File: config.mk
export PLATFORM = sky130hd
export DESIGN_NAME = vc_pop_arbiter
export DESIGN_NICKNAME = d
export VERILOG_FILES = /design/src/rtl/vc_pop_arbiter_pkg.sv /design/src/rtl/vc_pop_arbiter_wrr_grant_counter.sv /design/src/rtl/vc_pop_arbiter.sv
export SDC_FILE = /design/constraint.sdc
export NUM_CORES = 1
export LEC_CHECK = 0
export CELL_PAD_IN_SITES_DETAIL_PLACEMENT = 1
export CELL_PAD_IN_SITES_GLOBAL_PLACEMENT = 1
export CORE_ASPECT_RATIO = 1.75
export CORE_MARGIN = 2
export CORE_UTILIZATION = 29
export CTS_CLUSTER_DIAMETER = 100
export CTS_CLUSTER_SIZE = 8
export DETAILED_ROUTE_END_ITERATION = 12
export PLACE_DENSITY_LB_ADDON = 0.1
export SLEW_MARGIN = 20
export SYNTH_ARGS = -nofsm -noshare
export SYNTH_HDL_FRONTEND = slang
export SYNTH_SLANG_ARGS = --single-unit
File: constraint.sdc
create_clock -name clk -period 2 [get_ports clk]
set_input_delay 0.4 -clock clk [delete_from_list [all_inputs] [get_ports clk]]
set_output_delay 0.4 -clock clk [all_outputs]
set_load 0.05 [all_outputs]
File: src/rtl/vc_pop_arbiter_pkg.sv
// rtl/vc_pop_arbiter_pkg.sv - shared state encodings, class tags and width defaults for the VC pop arbiter
package vc_pop_arbiter_pkg;

    localparam int MAIN_SIZE_DEFAULT = 8;
    localparam int DATA_SIZE_DEFAULT = MAIN_SIZE_DEFAULT + 2;

    typedef enum logic [1:0] {
        IDLE   = 2'd0,
        SERVE0 = 2'd1,
        SERVE1 = 2'd2
    } arb_state_e;

    localparam logic [1:0] TAG_FIFO0 = 2'b00;
    localparam logic [1:0] TAG_FIFO1 = 2'b10;

endpackage

File: src/rtl/vc_pop_arbiter_wrr_grant_counter.sv
// rtl/vc_pop_arbiter_wrr_grant_counter.sv - per-turn grant counter and weight compare for the WRR arbiter
module wrr_grant_counter #(
    parameter int WEIGHT0 = 3,
    parameter int WEIGHT1 = 1
) (
    input  logic clk,
    input  logic reset,
    input  logic clear_i,
    input  logic inc_i,
    input  logic sel_i,
    output logic turn_done_o
);

    localparam logic [3:0] LAST0 = 4'(WEIGHT0 - 1);
    localparam logic [3:0] LAST1 = 4'(WEIGHT1 - 1);

    logic [3:0] cnt_q;
    logic [3:0] cnt_d;

    // A new turn always starts from zero, even if the entering cycle also pops.
    always_comb begin
        cnt_d = cnt_q;
        if (clear_i) begin
            cnt_d = 4'd0;
        end else if (inc_i) begin
            cnt_d = cnt_q + 4'd1;
        end
    end

    always_ff @(posedge clk) begin
        if (reset) begin
            cnt_q <= 4'd0;
        end else begin
            cnt_q <= cnt_d;
        end
    end

    assign turn_done_o = inc_i && (cnt_q == (sel_i ? LAST1 : LAST0));

endmodule

File: src/rtl/vc_pop_arbiter.sv
// rtl/vc_pop_arbiter.sv - drains two class FIFOs into one tagged egress lane by weighted round-robin
module vc_pop_arbiter
    import vc_pop_arbiter_pkg::*;
#(
    parameter int DATA_SIZE = DATA_SIZE_DEFAULT,
    parameter int MAIN_SIZE = MAIN_SIZE_DEFAULT,
    parameter int WEIGHT0   = 3,
    parameter int WEIGHT1   = 1
) (
    input  logic                 clk,
    input  logic                 reset,
    input  logic                 fifo0_empty,
    input  logic                 fifo1_empty,
    input  logic                 fifo0_almost_full,
    input  logic                 fifo1_almost_full,
    input  logic [MAIN_SIZE-1:0] fifo0_data,
    input  logic [MAIN_SIZE-1:0] fifo1_data,
    input  logic                 dest_ready,
    output logic                 pop0,
    output logic                 pop1,
    output logic [DATA_SIZE-1:0] data_out,
    output logic                 valid_out,
    output logic                 push_pause,
    output logic                 grant_id
);

    arb_state_e           state_q;
    arb_state_e           state_d;
    logic                 rr_ptr_q;
    logic                 rr_ptr_d;
    logic                 pop_d1_q;
    logic                 sel_d1_q;
    logic                 valid_q;
    logic [DATA_SIZE-1:0] data_q;
    logic                 push_pause_q;
    logic                 grant_id_q;

    logic in_serve0;
    logic in_serve1;
    logic cur_empty;
    logic other_empty;
    logic turn_done;
    logic leave;
    logic cnt_clear;

    assign in_serve0   = (state_q == SERVE0);
    assign in_serve1   = (state_q == SERVE1);
    assign cur_empty   = in_serve1 ? fifo1_empty : fifo0_empty;
    assign other_empty = in_serve1 ? fifo0_empty : fifo1_empty;

    assign pop0 = ~reset & in_serve0 & ~fifo0_empty & dest_ready;
    assign pop1 = ~reset & in_serve1 & ~fifo1_empty & dest_ready;

    // With dest_ready low the turn is frozen: no pop, no count, no hand-over.
    assign leave     = (in_serve0 | in_serve1) & dest_ready & (cur_empty | turn_done);
    assign cnt_clear = (state_d != IDLE) && (state_d != state_q);

    wrr_grant_counter #(
        .WEIGHT0 (WEIGHT0),
        .WEIGHT1 (WEIGHT1)
    ) u_grant_counter (
        .clk         (clk),
        .reset       (reset),
        .clear_i     (cnt_clear),
        .inc_i       (pop0 | pop1),
        .sel_i       (in_serve1),
        .turn_done_o (turn_done)
    );

    always_comb begin
        state_d  = state_q;
        rr_ptr_d = rr_ptr_q;
        case (state_q)
            IDLE: begin
                if (!fifo0_empty && !fifo1_empty) begin
                    state_d = rr_ptr_q ? SERVE1 : SERVE0;
                end else if (!fifo0_empty) begin
                    state_d = SERVE0;
                end else if (!fifo1_empty) begin
                    state_d = SERVE1;
                end
            end
            SERVE0, SERVE1: begin
                if (leave) begin
                    rr_ptr_d = in_serve0;
                    if (other_empty) begin
                        state_d = IDLE;
                    end else begin
                        state_d = in_serve0 ? SERVE1 : SERVE0;
                    end
                end
            end
            default: state_d = IDLE;
        endcase
    end

    // FIFO read data lags the pop by one cycle, so the source is carried alongside.
    always_ff @(posedge clk) begin
        if (reset) begin
            state_q      <= IDLE;
            rr_ptr_q     <= 1'b0;
            pop_d1_q     <= 1'b0;
            sel_d1_q     <= 1'b0;
            valid_q      <= 1'b0;
            data_q       <= '0;
            push_pause_q <= 1'b0;
            grant_id_q   <= 1'b0;
        end else begin
            state_q      <= state_d;
            rr_ptr_q     <= rr_ptr_d;
            pop_d1_q     <= pop0 | pop1;
            sel_d1_q     <= pop1;
            valid_q      <= pop_d1_q;
            if (pop_d1_q) begin
                data_q <= {(sel_d1_q ? TAG_FIFO1 : TAG_FIFO0),
                           (sel_d1_q ? fifo1_data : fifo0_data)};
            end
            push_pause_q <= fifo0_almost_full | fifo1_almost_full;
            grant_id_q   <= (state_d == SERVE1);
        end
    end

    assign data_out   = data_q;
    assign valid_out  = valid_q;
    assign push_pause = push_pause_q;
    assign grant_id   = grant_id_q;

endmodule

==> impl_table.tex, run 1 <==
\begin{tabular}{lr}
\hline
Metric & Value \\
\hline
\multicolumn{2}{l}{\textbf{Global route}} \\
Vias in the first global route & 1,295 \\
GRT overflow & 0 \\
Global-route wire length before repair & 5870 um \\
GRT Overall Usage & 17.7\% \\
Maximum number of pins on one net before global-route repair & 20 \\
Number of antenna violations at the first check in global routing & 0 \\
\multicolumn{2}{l}{\textbf{Placed design}} \\
Placer congestion estimate & 0.902 \\
Detail Placement HPWL & 2770 um \\
Pre-CTS worst setup slack & -391 ps \\
Buffers added on ports & 36 \\
Instance area after placement & 1680 um2 \\
\multicolumn{2}{l}{\textbf{Setup path}} \\
Worst Path Required & 2140 ps \\
Critical path startpoint category & input port \\
Critical path peak fanout & 4 \\
Arrival time of the worst setup path & 2100 ps \\
Setup crit end kind & flip-flop \\
Start-to-end type of the worst setup path & in -> reg \\
\multicolumn{2}{l}{\textbf{Synthesis}} \\
Synthesized instance count & 125 \\
Adder-Cell Fraction of Synth Area & 5.61\% \\
Sequential cell area fraction in the yosys report & 37.7\% \\
Portion of netlist area occupied by mux cells & 10.8\% \\
Largest family of logic cells by synthesized area & simple AND/OR/NAND/NOR gates \\
Leading cell types by total area after synthesis & sky130\_fd\_sc\_hd\_\_dfxtp\_1, sky130\_fd\_sc\_hd\_\_mux2i\_1, sky130\_fd\_sc\_hd\_\_nor2\_1 \\
Top-area cell type share of the netlist area & 37.7\% \\
Area of the mapped netlist & 1120 um2 \\
Net count of the mapped netlist & 153 \\
Basic-gate share of the synthesized area counting and, or, nand and nor cells & 22.1\% \\
Dominant cell type by area after synthesis & sky130\_fd\_sc\_hd\_\_dfxtp\_1 \\
Most frequently used flop master after synthesis & sky130\_fd\_sc\_hd\_\_dfxtp\_1 \\
Fraction of synthesis flops using an asynchronous set or reset pin & 0\% \\
Synth Area in XOR/XNOR & 3.14\% \\
Post-synthesis area per instance & 8.93 um2 \\
Synth Register Bits & 21 \\
Syn. warnings & 0 \\
Count of flip-flops with a built-in enable after synthesis & 0 \\
Count of cell types in the netlist & 35 \\
Compound-cell area share of the yosys netlist & 16.7\% \\
\multicolumn{2}{l}{\textbf{Timing}} \\
Count of final setup violators & 0 \\
Fin. max-slew vios & 0 \\
Worst hold slack across all endpoints & 478 ps \\
Crit path time final & 1950 ps \\
Number of failing hold endpoints at the final stage & 0 \\
Setup TNS & 0 ps \\
Tcrit/Tclk final & 97.7\% \\
Worst clock skew & 2.30 ps \\
Achievable frequency & 512 MHz \\
Slew Limit Headroom & 60.0\% \\
RSZ-0062 raised after global routing & true \\
Final worst slack & 45.4 ps \\
Tightest Pin Transition & 600 ps \\
\multicolumn{2}{l}{\textbf{Clocking}} \\
Maximum clock path buffer count & 2 \\
Htree depth & 1 \\
Clk\_lat worst skew & 260 ps \\
Total of hold buffers inserted after clock tree synthesis & 0 \\
TritonCTS clock tree & built \\
Clock Sink Count & 21 \\
Cell chosen for the clock root & sky130\_fd\_sc\_hd\_\_clkbuf\_8 \\
Number of buffers created by CTS & 3 \\
Clock slew at the register clock pins of the worst setup and hold paths & 80 ps \\
\multicolumn{2}{l}{\textbf{Drt}} \\
Routed length per placed instance & 15.9 um \\
Iter 0 DRT Violations & 9 \\
Number of vias after detailed routing & 1,130 \\
Number of iterations in the first detailed-routing pass & 4 \\
Drt total wl & 3590 um \\
Post-DRT Antenna Nets & 0 \\
Routed via count divided by cell count & 5.00 \\
DRC viols & 0 \\
\multicolumn{2}{l}{\textbf{Die}} \\
Die Footprint & 4380 um2 \\
Number of core rows & 29 \\
Effective utilization at floorplan & 30.5\% \\
Number of top-level pins & 38 \\
CORE AREA & 3660 um2 \\
Die Span X & 50.9 um \\
Vertical die dimension & 86.1 um \\
\multicolumn{2}{l}{\textbf{Final layout}} \\
Final design instance area without fill & 1860 um2 \\
Area overhead of the layout relative to synthesis & 66.3\% \\
Number of antenna repair diodes & 0 \\
Final nets & 209 \\
Fraction of layout instances using a drive strength above 1 & 27.2\% \\
\multicolumn{2}{l}{\textbf{Flow run}} \\
Number of maximum-capacitance constraint violations & 0 \\
\multicolumn{2}{l}{\textbf{Pwr}} \\
Power per cell area & 589 nW/um2 \\
Total power draw & 1.09 mW \\
Worst voltage drop across the vdd grid & 0.000344 V \\
Reported leakage power & 0.647 nW \\
\multicolumn{2}{l}{\textbf{Outcome}} \\
Run status & finished, final reports clean \\
\multicolumn{2}{l}{\textbf{Hold path}} \\
Worst hold path class & reg -> reg \\
\hline
\end{tabular}
-- layer usage --
layer,vias up,track usage [%],wire (um)
li1,560,-,-
met1,535,17.1,1290
met2,29,36.0,2090
met3,6,2.09,126
met4,0,7.13,82
met5,-,0,0
-- worst paths after layout --
check,from,to,slack (ps),depth (start not counted)
worst max-delay path,reset,u_grant_counter.cnt_q[1],50,7
worst min-delay path,rr_ptr_q,rr_ptr_q,480,2
worst max register to register,state_q[0],u_grant_counter.cnt_q[1],60,8
worst min register to register,rr_ptr_q,rr_ptr_q,480,2
-- worst max-delay path, stage by stage --
cell,delay (ps)
sky130_fd_sc_hd__clkdlybuf4s50_1,420
sky130_fd_sc_hd__nand2b_1,180
sky130_fd_sc_hd__a21o_1,190
sky130_fd_sc_hd__o22a_4,270
sky130_fd_sc_hd__o311ai_2,300
sky130_fd_sc_hd__and3b_4,290
sky130_fd_sc_hd__nor4_2,50
-- what timing repair did --
item	CTS	global route
resized for setup	18	8
pin swaps	1	8
setup endpoints to repair	7	6
buffers inserted	1	0
-- cell usage after synthesis, types with 3 or more instances --
| master | instances |
|---|---|
| sky130_fd_sc_hd__a211oi_1 | 9 |
| sky130_fd_sc_hd__nor4_1 | 5 |
| sky130_fd_sc_hd__clkbuf_1 | 5 |
| sky130_fd_sc_hd__nor2_1 | 20 |
| sky130_fd_sc_hd__dfxtp_1 | 21 |
| sky130_fd_sc_hd__inv_1 | 4 |
| sky130_fd_sc_hd__a21oi_1 | 3 |
| sky130_fd_sc_hd__mux2i_1 | 12 |
| sky130_fd_sc_hd__ha_1 | 5 |
| sky130_fd_sc_hd__nand2_1 | 8 |
| sky130_fd_sc_hd__nand2b_1 | 4 |
-- power by group --
part           leakage [nW]  switching, mW  internal [mW]
clock network        0.0255          0.142          0.139
registers             0.171         0.0156          0.435
logic                 0.451          0.189          0.173
-- flip-flops by register name (all words and copies together), names as in the netlist --
register / cells
data_out: 9
grant_id: 1
pop_d1_q: 1
push_pause: 1
rr_ptr_q: 1
sel_d1_q: 1
state_q: 2
u_grant_counter.cnt_q: 4
valid_out: 1
-- layout by cell type, fill, tap and decap left out, types with 3 or more instances in the layout --
cell type | netlist | final
sky130_fd_sc_hd__clkbuf_8 | 0 | 3
sky130_fd_sc_hd__mux2i_1 | 12 | 11
sky130_fd_sc_hd__nand2_1 | 8 | 8
sky130_fd_sc_hd__nand2b_1 | 4 | 4
sky130_fd_sc_hd__nor4_2 | 0 | 4
sky130_fd_sc_hd__buf_4 | 1 | 20
sky130_fd_sc_hd__a211oi_1 | 9 | 8
sky130_fd_sc_hd__nor2_1 | 20 | 19
sky130_fd_sc_hd__clkdlybuf4s50_1 | 0 | 32
sky130_fd_sc_hd__a21oi_1 | 3 | 3
sky130_fd_sc_hd__dfxtp_1 | 21 | 19
-- cell families (layout without fill, tap and decap cells) --
family,count (synthesis),in the layout
flops,21,21
fa+ha+maj,5,5
other cells,1,1
mux,12,12
simple gates,49,49
compound gates,23,23
xor+xnor,4,4
buf+inv,10,65
-- cell type report --
| cell class | count | area [um2] |
|---|---|---|
| Timing Repair Buffer | 57 | 539 |
| Clock buffer | 3 | 41.3 |
| Tap cell | 46 | 57.6 |
| Fill cell | 416 | 1810 |
| Sequential cell | 21 | 425 |
| Multi-Input combinational cell | 94 | 769 |
| Inverter | 4 | 17.5 |
| Clock inverter | 1 | 5.00 |
-- stage by stage --
step                utilization (%)  cells
floorplan                         -    125
global placement               45.8    221
detailed placement             45.8    221
CTS                            49.5    226
global route                   50.6    226
finish                         50.6    226
No activity file was read; power rests on OpenSTA's default activity.
==> run 2, diff against run 1 <==
--- a/config.mk
+++ b/config.mk
@@ -14,6 +14,7 @@
 export CTS_CLUSTER_SIZE = 8
 export DETAILED_ROUTE_END_ITERATION = 12
 export PLACE_DENSITY_LB_ADDON = 0.1
+export SETUP_SLACK_MARGIN = 0.4
 export SLEW_MARGIN = 20
 export SYNTH_ARGS = -nofsm -noshare
 export SYNTH_HDL_FRONTEND = slang
==> run 2 against run 1 <==
  * Die area stayed put
  * Critical path depth unchanged
  * Non-clock buffer count stayed put
  * Sequential share of layout area down 0.54 points
  * Final cell count unchanged
  * Maximum frequency is 2.2% lower
  * Via count increased by 0.35%
  * Largest cell class unchanged
==> impl_table.tex, run 2 (synthesis results as in run 1) <==
\begin{tabular}{lr}
\hline
Metric & Value \\
\hline
\multicolumn{2}{l}{\textbf{Setup path}} \\
Max incr delay on CP & 510 ps (+90 ps) \\
Cell type group with the largest total delay on the critical path & simple AND/OR/NAND/NOR gates \\
Arrival time of the worst setup path & 2140 ps (+40 ps) \\
Critical path startpoint category & flip-flop \\
Master of the slowest instance on the critical path & sky130\_fd\_sc\_hd\_\_or4\_4 \\
R2R setup slack & 2 ps (-60 ps) \\
Start-to-end type of the worst setup path & reg -> reg \\
Critical path peak fanout & 4 (unchanged) \\
List of cells traversed by the critical path & inv\_4 -> ha\_4 -> or4\_4 -> a211oi\_4 -> a31oi\_4 -> nor2\_4 -> nor4\_2 \\
Worst path bufs/invs & 1 (unchanged) \\
Worst Path Required & 2150 ps (about the same) \\
Setup crit end kind & flip-flop \\
\multicolumn{2}{l}{\textbf{Timing}} \\
Fin. max-slew vios & 0 (unchanged) \\
Worst clock skew & 3.61 ps (+1.31 ps) \\
Tightest Pin Transition & 629 ps (+29.4 ps) \\
Final worst slack & 2.00 ps (-43.4 ps) \\
Achievable frequency & 501 MHz (-2.2\%) \\
Count of final setup violators & 0 (unchanged) \\
Tcrit/Tclk final & 99.9\% (+2.2 points) \\
Slew Limit Headroom & 58.0\% (-2.0 points) \\
Number of failing hold endpoints at the final stage & 0 (unchanged) \\
RSZ-0062 raised after global routing & true \\
Crit path time final & 2000 ps (+43.4 ps) \\
\multicolumn{2}{l}{\textbf{Die}} \\
Effective utilization at floorplan & 30.5\% (unchanged) \\
CORE AREA & 3660 um2 (unchanged) \\
Number of core rows & 29 (unchanged) \\
Die Footprint & 4380 um2 (unchanged) \\
Die Span X & 50.9 um (unchanged) \\
Vertical die dimension & 86.1 um (unchanged) \\
Number of top-level pins & 38 (unchanged) \\
\multicolumn{2}{l}{\textbf{Pwr}} \\
Switching fraction of total power & 32.6\% (+0.88 points) \\
Logic gate share of total power & 34.2\% (+1.0 points) \\
Sequential share of power & 40.5\% (-0.7 points) \\
P\_sw & 363 uW (+4.7\%) \\
Total power draw & 1.11 mW (+1.9\%) \\
Share of total power in the clock network & 25.2\% (-0.4 points) \\
Reported leakage power & 0.716 nW (+11\%) \\
Power per cell area & 582 nW/um2 (-1.1\%) \\
Internal portion of total power & 750 uW (+0.55\%) \\
Worst voltage drop across the vdd grid & 0.000446 V (+30\%) \\
\multicolumn{2}{l}{\textbf{Clocking}} \\
Cell chosen for the clock root & sky130\_fd\_sc\_hd\_\_clkbuf\_8 \\
Htree depth & 1 (unchanged) \\
TritonCTS clock tree & built \\
Clk\_lat worst skew & 260 ps (about the same) \\
Clock slew at the register clock pins of the worst setup and hold paths & 80 ps (about the same) \\
Number of buffers created by CTS & 3 (unchanged) \\
Maximum clock path buffer count & 2 (unchanged) \\
Clock Sink Count & 21 (unchanged) \\
\multicolumn{2}{l}{\textbf{Placed design}} \\
Detail Placement HPWL & 2590 um (-6.7\%) \\
Placer congestion estimate & 0.958 (+6.1\%) \\
Buffers added on ports & 36 (unchanged) \\
Pre-CTS worst setup slack & -362 ps (+28.7 ps) \\
Cell total after placement & 217 (-1.8\%) \\
Instance area after placement & 1700 um2 (+1.1\%) \\
\multicolumn{2}{l}{\textbf{Drt}} \\
Number of iterations in the first detailed-routing pass & 4 (unchanged) \\
Drt total wl & 3720 um (+3.7\%) \\
Routed length per placed instance & 16.5 um (+3.7\%) \\
Post-DRT Antenna Nets & 0 (unchanged) \\
Iter 0 DRT Violations & 10 (+1) \\
Routed via count divided by cell count & 5.02 (+0.35\%) \\
DRC viols & 0 (unchanged) \\
Number of vias after detailed routing & 1,134 (+0.35\%) \\
\multicolumn{2}{l}{\textbf{Global route}} \\
Global-route wire length before repair & 6100 um (+3.9\%) \\
GRT Overall Usage & 18.6\% (+0.85 points) \\
Vias in the first global route & 1,301 (+0.46\%) \\
Maximum number of pins on one net before global-route repair & 20 (unchanged) \\
GRT Max-Usage Layer & met2 \\
Met3 global-route usage & 1.74\% (-0.35 points) \\
GRT overflow & 0 (unchanged) \\
Met2 GRT Util & 37.8\% (+1.8 points) \\
Met1 track demand over resource & 17.3\% (+0.23 points) \\
Number of antenna violations at the first check in global routing & 0 (unchanged) \\
\multicolumn{2}{l}{\textbf{Hold path}} \\
Worst hold path class & reg -> reg \\
\multicolumn{2}{l}{\textbf{Final layout}} \\
Number of antenna repair diodes & 0 (unchanged) \\
Largest register FFs & 9 (unchanged) \\
Fillers & 424 (+1.9\%) \\
Filler-free cell count of the finished design & 226 (unchanged) \\
Fraction of layout instances using a drive strength above 1 & 32.2\% (+5.0 points) \\
Final nets & 209 (unchanged) \\
Final design instance area without fill & 1910 um2 (+3.0\%) \\
Area overhead of the layout relative to synthesis & 71.3\% \\
Most frequent standard cell in the layout excluding fill and tap cells & sky130\_fd\_sc\_hd\_\_dfxtp\_1 \\
Most frequent cells in the layout & sky130\_fd\_sc\_hd\_\_dfxtp\_1, sky130\_fd\_sc\_hd\_\_clkdlybuf4s50\_1, sky130\_fd\_sc\_hd\_\_buf\_4, sky130\_fd\_sc\_hd\_\_nor2\_1, sky130\_fd\_sc\_hd\_\_dlygate4sd2\_1 \\
Share of the core filled with cells in the final layout & 52.2\% (+1.5 points) \\
\multicolumn{2}{l}{\textbf{Outcome}} \\
Run status & finished, final reports clean \\
\multicolumn{2}{l}{\textbf{Flow run}} \\
Number of maximum-capacitance constraint violations & 0 (unchanged) \\
\hline
\end{tabular}
[run 2: cell count changes in the layout (fill, tap and decap cells not counted), sizes merged]
cell           before  now
clkdlybuf4s50      32   18
dlygate4sd2         2   16
[run 2: what timing repair did]
item	in CTS	in global routing
setup buffers	4	1
hold buffers	0	0
resized for setup	38	6
endpoints found under the setup margin	22	10
pin swaps	12	4
[run 2: power groups by stage]
| stage | logic (mW) | registers [mW] | clock network [mW] |
|---|---|---|---|
| floorplan | 0.146 | 0.494 | 0 |
| global placement | 0.313 | 0.461 | 0 |
| detailed placement | 0.321 | 0.462 | 0 |
| CTS | 0.364 | 0.452 | 0.293 |
| global route | 0.406 | 0.454 | 0.313 |
| finish | 0.381 | 0.451 | 0.281 |
[run 2: path summary, 6_finish.rpt]
path                                                 end  cells after the start        from
worst min-delay path                            rr_ptr_q                      2    rr_ptr_q
worst max-delay path            u_grant_counter.cnt_q[1]                      7  state_q[1]
worst max register to register  u_grant_counter.cnt_q[1]                      7  state_q[1]
worst min register to register                  rr_ptr_q                      2    rr_ptr_q
[run 2: tightest hold or removal path, delay by kind of cell (launching register included)]
| family | cells | cell delay (ps) |
|---|---|---|
| flip-flops | 1 | 330 |
| AO/OA/AOI/OAI | 1 | 50 |
| AND/OR/NAND/NOR | 1 | 50 |
[run 2: through the flow]
step	setup TNS [ps]	hold WS [ps]
final	0	479
after global routing	-176	500
after CTS	0	481
after detailed placement	-2080	464
after global placement	-1660	462
after floorplan	0	441
[run 2: routing by layer]
| metal | routed length, um | part of all wire (%) |
|---|---|---|
| met5 | 0 | 0 |
| met4 | 103 | 2.8 |
| met3 | 152 | 4.1 |
| met2 | 2150 | 58 |
| met1 | 1320 | 35 |
[run 2: area by class of cell]
| class | count | area, um2 | share of cell area, % |
|---|---|---|---|
| well taps | 46 | 57.6 | 3.01 |
| clock buffers | 3 | 41.3 | 2.16 |
| inverters | 4 | 20.0 | 1.05 |
| clock inverters | 1 | 5.00 | 0.262 |
| flip-flops and latches | 21 | 428 | 22.4 |
| multi-input cells | 94 | 831 | 43.5 |
| repair buffers | 57 | 529 | 27.7 |
==> run 3, diff against run 2 <==
--- a/config.mk
+++ b/config.mk
@@ -11,8 +11,8 @@
 export CORE_MARGIN = 2
 export CORE_UTILIZATION = 29
 export CTS_CLUSTER_DIAMETER = 100
-export CTS_CLUSTER_SIZE = 8
 export DETAILED_ROUTE_END_ITERATION = 12
+export MAX_ROUTING_LAYER = met4
 export PLACE_DENSITY_LB_ADDON = 0.1
 export SETUP_SLACK_MARGIN = 0.4
 export SLEW_MARGIN = 20
==> run 3 against run 2 <==
  * Flip-flop and latch count unchanged
  * Power about the same
  * Setup slack better by 0.92 ps
  * Clock power about the same
  * Critical path type unchanged
  * Critical endpoint unchanged
==> impl_table.tex, run 3 (synthesis results as in run 1) <==
\begin{tabular}{lr}
\hline
Metric & Value \\
\hline
\multicolumn{2}{l}{\textbf{Drt}} \\
Routed length per placed instance & 16.5 um (about the same) \\
DRC viols & 0 (unchanged) \\
Number of iterations in the first detailed-routing pass & 5 (+1) \\
Iter 0 DRT Violations & 9 (-1) \\
Routed via count divided by cell count & 5.06 (+0.79\%) \\
Post-DRT Antenna Nets & 0 (unchanged) \\
Drt total wl & 3720 um (about the same) \\
Number of vias after detailed routing & 1,143 (+0.79\%) \\
\multicolumn{2}{l}{\textbf{Flow run}} \\
Number of maximum-capacitance constraint violations & 0 (unchanged) \\
\multicolumn{2}{l}{\textbf{Die}} \\
Die Span X & 50.9 um (unchanged) \\
Effective utilization at floorplan & 30.5\% (unchanged) \\
Vertical die dimension & 86.1 um (unchanged) \\
Number of core rows & 29 (unchanged) \\
CORE AREA & 3660 um2 (unchanged) \\
Number of top-level pins & 38 (unchanged) \\
Die Footprint & 4380 um2 (unchanged) \\
\multicolumn{2}{l}{\textbf{Timing}} \\
Count of final setup violators & 0 (unchanged) \\
Number of failing hold endpoints at the final stage & 0 (unchanged) \\
Final worst slack & 2.92 ps (+0.918 ps) \\
Tightest Pin Transition & 629 ps (+0.00435 ps) \\
Tcrit/Tclk final & 99.9\% (about the same) \\
Achievable frequency & 501 MHz (about the same) \\
RSZ-0062 raised after global routing & true \\
Slew Limit Headroom & 58.0\% (about the same) \\
Worst clock skew & 2.92 ps (-0.691 ps) \\
Fin. max-slew vios & 0 (unchanged) \\
Crit path time final & 2000 ps (-0.918 ps) \\
\multicolumn{2}{l}{\textbf{Setup path}} \\
Arrival time of the worst setup path & 2140 ps (about the same) \\
Worst Path Required & 2140 ps (about the same) \\
Critical path peak fanout & 4 (unchanged) \\
Start-to-end type of the worst setup path & reg -> reg \\
Number of cells on the worst reg-to-reg path & 7 (unchanged) \\
Setup crit end kind & flip-flop \\
Critical path startpoint category & flip-flop \\
\multicolumn{2}{l}{\textbf{Final layout}} \\
Most frequent standard cell in the layout excluding fill and tap cells & sky130\_fd\_sc\_hd\_\_dfxtp\_1 \\
Fillers & 424 (unchanged) \\
Final nets & 209 (unchanged) \\
Most frequent cells in the layout & sky130\_fd\_sc\_hd\_\_dfxtp\_1, sky130\_fd\_sc\_hd\_\_clkdlybuf4s50\_1, sky130\_fd\_sc\_hd\_\_buf\_4, sky130\_fd\_sc\_hd\_\_nor2\_1, sky130\_fd\_sc\_hd\_\_dlygate4sd2\_1 \\
Largest register FFs & 9 (unchanged) \\
Area overhead of the layout relative to synthesis & 71.3\% (unchanged) \\
Number of antenna repair diodes & 0 (unchanged) \\
Fraction of layout instances using a drive strength above 1 & 32.2\% (unchanged) \\
\multicolumn{2}{l}{\textbf{Pwr}} \\
P\_sw & 363 uW (about the same) \\
Internal portion of total power & 750 uW (about the same) \\
Logic gate share of total power & 34.3\% (about the same) \\
Sequential share of power & 40.5\% (about the same) \\
Reported leakage power & 0.716 nW (unchanged) \\
Switching fraction of total power & 32.6\% (about the same) \\
Total power draw & 1.11 mW (about the same) \\
Share of total power in the clock network & 25.1\% (about the same) \\
Power per cell area & 582 nW/um2 (about the same) \\
Worst voltage drop across the vdd grid & 0.000445 V (-0.24\%) \\
\multicolumn{2}{l}{\textbf{Global route}} \\
Met3 global-route usage & 1.74\% (unchanged) \\
GRT Max-Usage Layer & met2 \\
Global-route wire length before repair & 6110 um (+0.23\%) \\
Maximum number of pins on one net before global-route repair & 20 (unchanged) \\
Number of antenna violations at the first check in global routing & 0 (unchanged) \\
GRT overflow & 0 (unchanged) \\
GRT Overall Usage & 19.2\% (+0.56 points) \\
Met2 GRT Util & 37.8\% (unchanged) \\
Met1 track demand over resource & 17.5\% (+0.11 points) \\
Vias in the first global route & 1,293 (-0.61\%) \\
\multicolumn{2}{l}{\textbf{Outcome}} \\
Run status & finished, final reports clean \\
\multicolumn{2}{l}{\textbf{Clocking}} \\
TritonCTS clock tree & built \\
Clock slew at the register clock pins of the worst setup and hold paths & 80 ps (about the same) \\
Clk\_lat worst skew & 260 ps (about the same) \\
Maximum clock path buffer count & 2 (unchanged) \\
Clock Sink Count & 21 (unchanged) \\
Cell chosen for the clock root & sky130\_fd\_sc\_hd\_\_clkbuf\_8 \\
Htree depth & 1 (unchanged) \\
Number of buffers created by CTS & 3 (unchanged) \\
\multicolumn{2}{l}{\textbf{Hold path}} \\
Worst hold path class & reg -> reg \\
WHS Path Cells & 2 (unchanged) \\
\multicolumn{2}{l}{\textbf{Placed design}} \\
Placer congestion estimate & 0.975 (+1.8\%) \\
Buffers added on ports & 36 (unchanged) \\
Detail Placement HPWL & 2590 um (unchanged) \\
Pre-CTS worst setup slack & -362 ps (unchanged) \\
\hline
\end{tabular}
==> run 3: cell counts in the layout (fill, tap and decap cells not counted) <==
No cell type changed its count.
==> run 3: per-layer routing <==
layer / part of all wire [%] / vias up
met2: 58 / 31
li1: - / 556
met4: 2.8 / 0
met1: 35 / 550
met3: 3.9 / 6
met5: 0 / -
==> run 3: worst max-delay path, cell delays in order, from the launching register on <==
cell,delay [ps]
sky130_fd_sc_hd__dfxtp_4,380
sky130_fd_sc_hd__inv_4,40
sky130_fd_sc_hd__ha_4,250
sky130_fd_sc_hd__or4_4,510
sky130_fd_sc_hd__a211oi_4,330
sky130_fd_sc_hd__a31oi_4,80
sky130_fd_sc_hd__nor2_4,210
sky130_fd_sc_hd__nor4_2,70
==> run 3: power groups by stage <==
| stage | clock (mW) | combinational [mW] | sequential, mW |
|---|---|---|---|
| global placement | 0 | 0.313 | 0.461 |
| floorplan | 0 | 0.146 | 0.494 |
| CTS | 0.293 | 0.364 | 0.452 |
| finish | 0.280 | 0.382 | 0.451 |
| global route | 0.315 | 0.406 | 0.454 |
| detailed placement | 0 | 0.321 | 0.462 |
==> run 3: layout make-up <==
class                           instances  area [um2]  share of cell area (%)
Clock buffer                            3        41.3                    2.16
Inverter                                4        20.0                    1.05
Tap cell                               46        57.6                    3.01
Sequential cell                        21         428                    22.4
Timing Repair Buffer                   57         529                    27.7
Multi-Input combinational cell         94         831                    43.5
Clock inverter                          1        5.00                   0.262
==> run 3: final timing paths <==
path,startpoint,to,slack [ps]
worst max-delay path,state_q[1],u_grant_counter.cnt_q[1],3
worst min-delay path,rr_ptr_q,rr_ptr_q,480
worst max register to register,state_q[1],u_grant_counter.cnt_q[1],3
worst min register to register,rr_ptr_q,rr_ptr_q,480
==> run 3: stage by stage <==
step	cells	area [um2]	hold slack, ps	setup TNS, ps	util [%]
3_3_place_gp	217	1700	462	-1660	46.3
6_report	226	1910	479	0	52.2
5_1_grt	226	1910	500	-168	52.2
2_1_floorplan	125	1170	441	0	-
4_1_cts	225	1870	481	0	51.0
3_5_place_dp	217	1700	464	-2080	46.3
==> run 3: repair_timing <==
item | in CTS | in global routing
gates resized for setup | 38 | 6
pin swaps | 12 | 4
setup endpoints to repair | 22 | 10
setup buffers | 4 | 1
hold buffers | 0 | 0
